==> config.mk <==
export PLATFORM = sky130hd
export DESIGN_NAME = spi_command_sequencer_flat
export DESIGN_NICKNAME = d
export VERILOG_FILES = /design/src/rtl/spi_command_sequencer_if.sv /design/src/rtl/spi_command_sequencer.sv /design/src/flat_wrapper.sv
export SDC_FILE = /design/constraint.sdc
export NUM_CORES = 1
export LEC_CHECK = 0
export BUFFER_PORTS_ARGS = -buffer_cell sky130_fd_sc_hd__buf_2
export CORE_UTILIZATION = 45
export CTS_CLUSTER_SIZE = 25
export DETAILED_ROUTE_END_ITERATION = 16
export GPL_ROUTABILITY_DRIVEN = 1
export SYNTH_ARGS = -nofsm -noshare
export SYNTH_HDL_FRONTEND = slang
export SYNTH_SLANG_ARGS = --single-unit
==> constraint.sdc <==
create_clock -name clock -period 11.3 [get_ports clock]
set_clock_uncertainty 0.2 [all_clocks]
set_input_delay 2.26 -clock clock [delete_from_list [all_inputs] [get_ports clock]]
set_output_delay 2.26 -clock clock [all_outputs]
set_load 0.05 [all_outputs]
==> src/rtl/spi_command_sequencer_if.sv <==
// ----------------------------------------------------------------------------
// spi_command_sequencer_if
//   Bundles the byte stream from the SPI front end, the sprite-RAM write port
//   and the draw-request handshake of spi_command_sequencer.
//
//   slave  : the sequencer (consumes bytes, produces writes and draw requests)
//   master : the surrounding system (SPI reader, sprite RAM, renderer)
//
//   cs, byte_valid, byte_data     : SPI byte stream (cs high = deselected)
//   sprite_we/id/addr/wdata       : one-cycle sprite-RAM write strobe + data
//   draw_valid/ready, draw_*      : head of the draw-request queue
//   busy, overflow, bad_cmd       : status and one-cycle event pulses
// ----------------------------------------------------------------------------
interface spi_command_sequencer_if #(
  parameter int unsigned ADDR_W = 9
);
  logic              cs;
  logic              byte_valid;
  logic [7:0]        byte_data;
  logic              sprite_we;
  logic [7:0]        sprite_id;
  logic [ADDR_W-1:0] sprite_addr;
  logic [7:0]        sprite_wdata;
  logic              draw_valid;
  logic              draw_ready;
  logic [7:0]        draw_id;
  logic [15:0]       draw_x;
  logic [15:0]       draw_y;
  logic [7:0]        draw_flags;
  logic              busy;
  logic              overflow;
  logic              bad_cmd;

  modport slave (
    input  cs, byte_valid, byte_data, draw_ready,
    output sprite_we, sprite_id, sprite_addr, sprite_wdata,
    output draw_valid, draw_id, draw_x, draw_y, draw_flags,
    output busy, overflow, bad_cmd
  );

  modport master (
    output cs, byte_valid, byte_data, draw_ready,
    input  sprite_we, sprite_id, sprite_addr, sprite_wdata,
    input  draw_valid, draw_id, draw_x, draw_y, draw_flags,
    input  busy, overflow, bad_cmd
  );
endinterface

==> src/rtl/spi_command_sequencer.sv <==
// ----------------------------------------------------------------------------
// spi_command_sequencer
//   Frames the SPI byte stream into commands. SAVE_SPRITE payloads turn into
//   sprite-RAM write strobes (one per pixel byte, one cycle after the byte);
//   DRAW_SPRITE arguments are assembled into a request and pushed into a small
//   draw queue consumed by the renderer with a valid/ready handshake.
//   Raising cs aborts any frame in progress; the draw queue is unaffected.
//
// Ports:
//   clock : system clock
//   reset : synchronous, active-low reset (priority over everything)
//   bus   : spi_command_sequencer_if.slave (byte stream in, sprite writes
//           and draw requests out, busy/overflow/bad_cmd status)
// ----------------------------------------------------------------------------
module spi_command_sequencer #(
  parameter logic [7:0]  CMD_SAVE_SPRITE = 8'h01,
  parameter logic [7:0]  CMD_DRAW_SPRITE = 8'h02,
  parameter int unsigned SPRITE_BYTES    = 512,
  parameter int unsigned FIFO_DEPTH      = 4
) (
  input logic                    clock,
  input logic                    reset,
  spi_command_sequencer_if.slave bus
);

  localparam int unsigned       ADDR_W   = $clog2(SPRITE_BYTES);
  localparam int unsigned       PTR_W    = $clog2(FIFO_DEPTH);
  localparam logic [ADDR_W-1:0] LAST_PIX = ADDR_W'(SPRITE_BYTES - 1);
  localparam logic [PTR_W:0]    FULL_CNT = (PTR_W + 1)'(FIFO_DEPTH);

  localparam logic [1:0] ST_IDLE      = 2'd0;
  localparam logic [1:0] ST_SAVE_ID   = 2'd1;
  localparam logic [1:0] ST_SAVE_DATA = 2'd2;
  localparam logic [1:0] ST_DRAW_ARGS = 2'd3;

  // Layout matches the argument byte order, so an entry is simply the five
  // shifted argument bytes followed by the flags byte.
  typedef struct packed {
    logic [7:0]  id;
    logic [15:0] x;
    logic [15:0] y;
    logic [7:0]  flags;
  } draw_entry_t;

  logic [1:0]        state_q, state_d;
  logic [ADDR_W-1:0] pix_cnt_q, pix_cnt_d;
  logic [2:0]        arg_cnt_q, arg_cnt_d;
  logic [39:0]       arg_q, arg_d;
  logic              sprite_we_q, sprite_we_d;
  logic [7:0]        sprite_id_q, sprite_id_d;
  logic [ADDR_W-1:0] sprite_addr_q, sprite_addr_d;
  logic [7:0]        sprite_wdata_q, sprite_wdata_d;
  logic              bad_cmd_q, bad_cmd_d;
  logic              overflow_q, overflow_d;
  logic              busy_q;

  draw_entry_t       mem_q [FIFO_DEPTH];
  logic [PTR_W-1:0]  rd_ptr_q, wr_ptr_q;
  logic [PTR_W:0]    cnt_q, cnt_d;
  logic              take, push, pop, full, push_ok;
  draw_entry_t       push_entry, head;

  // A byte only counts while the chip is selected.
  assign take = bus.byte_valid && !bus.cs;

  // --------------------------------------------------------------------------
  // Command framing FSM
  // --------------------------------------------------------------------------
  always_comb begin
    // NOTE: every variable gets a default first so no path leaves it unassigned
    // (an unassigned path would infer a latch).
    state_d        = state_q;
    pix_cnt_d      = pix_cnt_q;
    arg_cnt_d      = arg_cnt_q;
    arg_d          = arg_q;
    sprite_id_d    = sprite_id_q;
    sprite_addr_d  = sprite_addr_q;
    sprite_wdata_d = sprite_wdata_q;
    sprite_we_d    = 1'b0;
    bad_cmd_d      = 1'b0;
    push           = 1'b0;

    if (bus.cs) begin
      // Deselect abandons the frame; partial draw arguments are simply dropped.
      state_d = ST_IDLE;
    end else if (take) begin
      unique case (state_q)
        ST_IDLE: begin
          if (bus.byte_data == CMD_SAVE_SPRITE) begin
            state_d = ST_SAVE_ID;
          end else if (bus.byte_data == CMD_DRAW_SPRITE) begin
            state_d   = ST_DRAW_ARGS;
            arg_cnt_d = '0;
          end else begin
            bad_cmd_d = 1'b1;
          end
        end
        ST_SAVE_ID: begin
          sprite_id_d = bus.byte_data;
          pix_cnt_d   = '0;
          state_d     = ST_SAVE_DATA;
        end
        ST_SAVE_DATA: begin
          sprite_we_d    = 1'b1;
          sprite_addr_d  = pix_cnt_q;
          sprite_wdata_d = bus.byte_data;
          pix_cnt_d      = pix_cnt_q + 1'b1;
          if (pix_cnt_q == LAST_PIX) state_d = ST_IDLE;
        end
        ST_DRAW_ARGS: begin
          if (arg_cnt_q == 3'd5) begin
            push    = 1'b1;
            state_d = ST_IDLE;
          end else begin
            arg_d     = {arg_q[31:0], bus.byte_data};
            arg_cnt_d = arg_cnt_q + 3'd1;
          end
        end
        default: state_d = ST_IDLE;
      endcase
    end
  end

  // --------------------------------------------------------------------------
  // Draw queue
  // --------------------------------------------------------------------------
  assign push_entry = {arg_q, bus.byte_data};
  assign pop        = (cnt_q != '0) && bus.draw_ready;
  assign full       = (cnt_q == FULL_CNT);
  // A pop in the same cycle frees the slot the push needs.
  assign push_ok    = push && (!full || pop);

  always_comb begin
    cnt_d      = cnt_q;
    overflow_d = push && !push_ok;
    if (push_ok && !pop)      cnt_d = cnt_q + 1'b1;
    else if (!push_ok && pop) cnt_d = cnt_q - 1'b1;
  end

  // --------------------------------------------------------------------------
  // State registers
  // --------------------------------------------------------------------------
  always_ff @(posedge clock) begin
    // NOTE: sequential state uses non-blocking assignments only, so every
    // register samples the pre-edge values regardless of statement order.
    if (!reset) begin
      state_q        <= ST_IDLE;
      pix_cnt_q      <= '0;
      arg_cnt_q      <= '0;
      arg_q          <= '0;
      sprite_we_q    <= 1'b0;
      sprite_id_q    <= '0;
      sprite_addr_q  <= '0;
      sprite_wdata_q <= '0;
      bad_cmd_q      <= 1'b0;
      overflow_q     <= 1'b0;
      busy_q         <= 1'b0;
      rd_ptr_q       <= '0;
      wr_ptr_q       <= '0;
      cnt_q          <= '0;
      // NOTE: the queue storage is reset because the head entry drives draw_*
      // directly and those outputs must read zero out of reset.
      for (int i = 0; i < FIFO_DEPTH; i++) mem_q[i] <= '0;
    end else begin
      state_q        <= state_d;
      pix_cnt_q      <= pix_cnt_d;
      arg_cnt_q      <= arg_cnt_d;
      arg_q          <= arg_d;
      sprite_we_q    <= sprite_we_d;
      sprite_id_q    <= sprite_id_d;
      sprite_addr_q  <= sprite_addr_d;
      sprite_wdata_q <= sprite_wdata_d;
      bad_cmd_q      <= bad_cmd_d;
      overflow_q     <= overflow_d;
      busy_q         <= (state_d != ST_IDLE);
      cnt_q          <= cnt_d;
      if (push_ok) begin
        mem_q[wr_ptr_q] <= push_entry;
        wr_ptr_q        <= wr_ptr_q + 1'b1;
      end
      if (pop) rd_ptr_q <= rd_ptr_q + 1'b1;
    end
  end

  // --------------------------------------------------------------------------
  // Outputs
  // --------------------------------------------------------------------------
  assign head             = mem_q[rd_ptr_q];
  assign bus.sprite_we    = sprite_we_q;
  assign bus.sprite_id    = sprite_id_q;
  assign bus.sprite_addr  = sprite_addr_q;
  assign bus.sprite_wdata = sprite_wdata_q;
  assign bus.draw_valid   = (cnt_q != '0);
  assign bus.draw_id      = head.id;
  assign bus.draw_x       = head.x;
  assign bus.draw_y       = head.y;
  assign bus.draw_flags   = head.flags;
  assign bus.busy         = busy_q;
  assign bus.overflow     = overflow_q;
  assign bus.bad_cmd      = bad_cmd_q;

endmodule

==> src/flat_wrapper.sv <==
// flat-port wrapper written by rule: the top's interface ports become plain ports
module spi_command_sequencer_flat 
#(
  parameter logic [7:0]  CMD_SAVE_SPRITE = 8'h01,
  parameter logic [7:0]  CMD_DRAW_SPRITE = 8'h02,
  parameter int unsigned SPRITE_BYTES    = 512,
  parameter int unsigned FIFO_DEPTH      = 4
)
  (clock, reset, bus_cs, bus_byte_valid, bus_byte_data, bus_draw_ready, bus_sprite_we, bus_sprite_id, bus_sprite_addr, bus_sprite_wdata, bus_draw_valid, bus_draw_id, bus_draw_x, bus_draw_y, bus_draw_flags, bus_busy, bus_overflow, bus_bad_cmd);
  spi_command_sequencer_if bus_i ();
  input logic clock;
  input logic reset;
  input wire logic [$bits(bus_i.cs)-1:0] bus_cs;
  input wire logic [$bits(bus_i.byte_valid)-1:0] bus_byte_valid;
  input wire logic [$bits(bus_i.byte_data)-1:0] bus_byte_data;
  input wire logic [$bits(bus_i.draw_ready)-1:0] bus_draw_ready;
  output wire logic [$bits(bus_i.sprite_we)-1:0] bus_sprite_we;
  output wire logic [$bits(bus_i.sprite_id)-1:0] bus_sprite_id;
  output wire logic [$bits(bus_i.sprite_addr)-1:0] bus_sprite_addr;
  output wire logic [$bits(bus_i.sprite_wdata)-1:0] bus_sprite_wdata;
  output wire logic [$bits(bus_i.draw_valid)-1:0] bus_draw_valid;
  output wire logic [$bits(bus_i.draw_id)-1:0] bus_draw_id;
  output wire logic [$bits(bus_i.draw_x)-1:0] bus_draw_x;
  output wire logic [$bits(bus_i.draw_y)-1:0] bus_draw_y;
  output wire logic [$bits(bus_i.draw_flags)-1:0] bus_draw_flags;
  output wire logic [$bits(bus_i.busy)-1:0] bus_busy;
  output wire logic [$bits(bus_i.overflow)-1:0] bus_overflow;
  output wire logic [$bits(bus_i.bad_cmd)-1:0] bus_bad_cmd;
  assign bus_i.cs = bus_cs;
  assign bus_i.byte_valid = bus_byte_valid;
  assign bus_i.byte_data = bus_byte_data;
  assign bus_i.draw_ready = bus_draw_ready;
  assign bus_sprite_we = bus_i.sprite_we;
  assign bus_sprite_id = bus_i.sprite_id;
  assign bus_sprite_addr = bus_i.sprite_addr;
  assign bus_sprite_wdata = bus_i.sprite_wdata;
  assign bus_draw_valid = bus_i.draw_valid;
  assign bus_draw_id = bus_i.draw_id;
  assign bus_draw_x = bus_i.draw_x;
  assign bus_draw_y = bus_i.draw_y;
  assign bus_draw_flags = bus_i.draw_flags;
  assign bus_busy = bus_i.busy;
  assign bus_overflow = bus_i.overflow;
  assign bus_bad_cmd = bus_i.bad_cmd;
  spi_command_sequencer #(.CMD_SAVE_SPRITE(CMD_SAVE_SPRITE), .CMD_DRAW_SPRITE(CMD_DRAW_SPRITE), .SPRITE_BYTES(SPRITE_BYTES), .FIFO_DEPTH(FIFO_DEPTH)) u_core (.clock(clock), .reset(reset), .bus(bus_i));
endmodule
==> parameters.txt <==
Parameter                              Value

Synthesis
  Most common library cells after synthesis    edfxtp_1 (192), and2_1 (191), nand2_1 (136), dfxtp_1 (92), a21oi_1 (74)
  Flop and latch count out of synthesis    284
  Count of flip-flops with a built-in enable after synthesis    192
  Synthesis Warnings    0
  Async set-reset flop share out of synthesis    0%
  Top-area cell type share of the netlist area    48.20%
  Unique masters post-synth    52
  Net count after synthesis    940
  Post-Syn Area per Cell    13.06 um2
  Synth Instances    916
  Cell types occupying the most area after synthesis    edfxtp_1 (48%), dfxtp_1 (15%), and2_1 (10%)
  Yosys top cell by area    edfxtp_1
  Most instantiated library cell after synthesis    edfxtp_1
  Netlist area before placement    0.01196 mm2
  Main synth FF type    edfxtp_1
  Share of the yosys chip area belonging to registers    63.59%

CTS
  Clock insertion delay at the later pin of the skew report    530 ps
  Clock slew at the register clock pins of the worst setup and hold paths    60 ps
  TritonCTS clock tree    yes
  Hold bufs inserted after CTS    0
  Clock Sink Count    284
  Number of post-CTS setup repair buffers    0
  Buffer type at the clock tree root    clkbuf_16
  Quantity of gates resized following cts    0
  Number of buffers created by CTS    29
  Longest Clk Path Bufs    3
  Depth of the CTS H-tree    1

Routing
  Number of antenna-violating nets in the routed design    0
  Number of remaining DRC errors    0
  Wire length on met3    1174 um
  WL/cell    19.31 um
  Count of TritonRoute iterations in the first routing pass    5
  Routed via count    7162
  Vias per inst    5.313
  Highest routed metal layer    met4
  Met1 Routed Length    11810 um
  Met2 WL    12730 um
  Wire length after detailed routing    26030 um
  Starting DRC count in detailed routing    467

Global route
  Maximum number of pins on one net before global-route repair    58
  Overall overflow remaining after global route    0
  First-pass GRT wire length    41360 um
  Initial antenna violation count    0
  Vias in the first global route    7308
  Total global routing track utilization    19.94%

Timing
  Final setup TNS    0 ps
  RSZ-0062 raised after global routing    no
  Highest attainable clock frequency    0.1978 GHz
  Slew of the pin with the lowest slew margin    1051 ps
  Slew margin rel.    29.95%
  Max-slew violations    0
  Endpoints failing setup    0
  Hold Vio Cnt, Final    0
  Shortest clock period the worst path allows after layout    5055 ps
  Period Utilization, post-route    44.74%
  Post-route setup slack    6245 ps

Final layout
  Seq. cell area    0.007612 mm2
  Final cell area excluding filler cells    0.01351 mm2
  Antenna Diode Count    0
  Filler cell count in the final layout    2262
  Nets    1016
  Area Growth Syn to Fin    12.92%
  Multi-input logic area    0.004044 mm2
  Proportion of layout cells with a drive suffix above 1    20.04%

Worst setup path
  Kind of critical path    reg2out
  Internal reg-to-reg setup slack    8090 ps
  Total buffers and inverters traversed by the critical path    2
  Capture instance of the worst register-to-register path    u_core.mem_q[0][32]$_SDFFCE_PN0P_
  Worst EP arrival    2600 ps
  Beginning of the worst register-to-register path    u_core.state_q[0]$_SDFF_PN0_
  Crit-path max FO    48
  Crit-path cells    buf_4 > mux4_2 > buf_2
  Depth of the critical timing path with buffers and inverters included    3
  Critical path required time    8840 ps
  Largest stage delay on the critical path    770 ps
  Depth of the worst register-to-register path    7
  Critical path endpoint category    output port
  Cell family with most CP delay    buffers and inverters
  Worst Setup Start Kind    register
  Cell at the slowest stage of the critical path    buf_4

Pwr
  Worst vdd rail ir drop    0.1226 mV
  Areal power density over the cells    156.7 mW/mm2
  Leakage    4.680 nW

Status
  Outcome    finished clean

Die
  Row count    59
  Floorplan Core Area    0.02606 mm2
  Starting density of the core    45.91%
  Die H    165.0 um
  Count of pins on the block boundary    91
  Die footprint    0.02724 mm2
  Die W    165.0 um

Run
  Number of violations of the max-capacitance limit    0

Worst hold path
  Hold Path End    u_core.bus.sprite_wdata[3]$_SDFFE_PN0P_
  Hold Crit Start    u_core.bus.sprite_wdata[3]$_SDFFE_PN0P_
  Type of the tightest min-delay check    reg2reg
  Hold Path Cell Cnt    2

Place
  Quantity of I/O buffers inserted on ports    90
  GPL Wtd Cong    0.7882
  Post-place instance area    0.01266 mm2
  Post-detailed-placement half-perimeter wirelength    14320 um
  Worst setup slack after placement    5827 ps
flip-flops by register name (all words and copies together), names as in the netlist, 3 cells and up, named ones only:
signal,cells
u_core.bus.sprite_wdata,8
u_core.arg_cnt_q,3
u_core.arg_q,40
u_core.bus.sprite_addr,9
u_core.pix_cnt_q,9
u_core.cnt_q,3
u_core.mem_q,192
u_core.bus.sprite_id,8
final cells by class:
cell class	instances	share of cell area, %
timing repair buffer	103	4.057
clock buffer	48	6.123
multi-input combinational	563	29.94
tap	335	3.103
sequential	284	56.35
inverter	11	0.3057
clock inverter	4	0.1204
per-stage QoR:
stage / hold slack [ps] / total power [mW] / util [%] / instances
floorplan: 248.8 / 1.243 / - / 916
global placement: 238.7 / 1.273 / 48.60 / 1296
detailed placement: 246.7 / 1.276 / 48.60 / 1296
CTS: 256.5 / 2.136 / 51.84 / 1348
global route: 271.3 / 2.186 / 51.84 / 1348
finish: 255.2 / 2.117 / 51.84 / 1348
worst min-delay path, delay by kind of cell (launching register included):
kind | cells | cell delay (ps)
simple gates | 1 | 50
flops | 1 | 310
compound gates | 1 | 50
routing by layer:
metal	up-vias	GRT usage, %
met5	-	0
met1	3595	27.65
met3	29	2.988
li1	3384	-
met2	154	33.34
met4	0	3.878
cell families after synthesis:
family / after synthesis / synth area share (%)
AOI/OAI and AO/OA: 94 / 4.309
xor gates and xnor gates: 10 / 0.7322
adders and majority gates: 11 / 1.213
buffers and inverters: 69 / 3.033
DFF: 284 / 63.59
muxes: 50 / 9.204
and+or+nand+nor: 398 / 17.92
cells in the final DEF (no fill, tap or decap), types with 2 or more instances in the layout:
| master | count |
|---|---|
| a21oi_1 | 73 |
| and2_1 | 191 |
| buf_2 | 90 |
| buf_4 | 13 |
| clkbuf_1 | 16 |
| clkbuf_16 | 29 |
| clkbuf_8 | 3 |
| clkinv_1 | 3 |
| dfxtp_1 | 90 |
| edfxtp_1 | 192 |
| ha_1 | 10 |
| inv_1 | 10 |
| mux2i_1 | 2 |
| mux4_2 | 48 |
| nand2_1 | 136 |
| nand2b_1 | 3 |
| nand3_1 | 17 |
| nand3b_1 | 2 |
| nand4_1 | 4 |
| nor2_1 | 15 |
| nor2b_1 | 3 |
| nor3_1 | 5 |
| nor4_1 | 2 |
| o21ai_0 | 5 |
| o21ai_4 | 2 |
| o22ai_1 | 2 |
| or3_1 | 5 |
| xnor2_1 | 3 |
| xor2_1 | 7 |
worst max-delay path by stage:
| stage | end | slack [ps] |
|---|---|---|
| CTS | bus_draw_flags[7] | 6160 |
| finish | bus_draw_flags[4] | 6240 |
| detailed placement | u_core.mem_q[0][17]$_SDFFCE_PN0P_ | 5830 |
| global placement | u_core.mem_q[0][20]$_SDFFCE_PN0P_ | 5890 |
| global route | bus_draw_flags[4] | 6070 |
| floorplan | u_core.mem_q[2][0]$_SDFFCE_PN0P_ | 4300 |
where the power goes:
part | internal [mW] | switching (mW) | leakage [nW]
clock network | 0.493 | 0.372 | 0.406
logic | 0.0237 | 0.0764 | 1.71
registers | 1.14 | 0.00950 | 2.56
No activity file was read; power rests on OpenSTA's default activity.
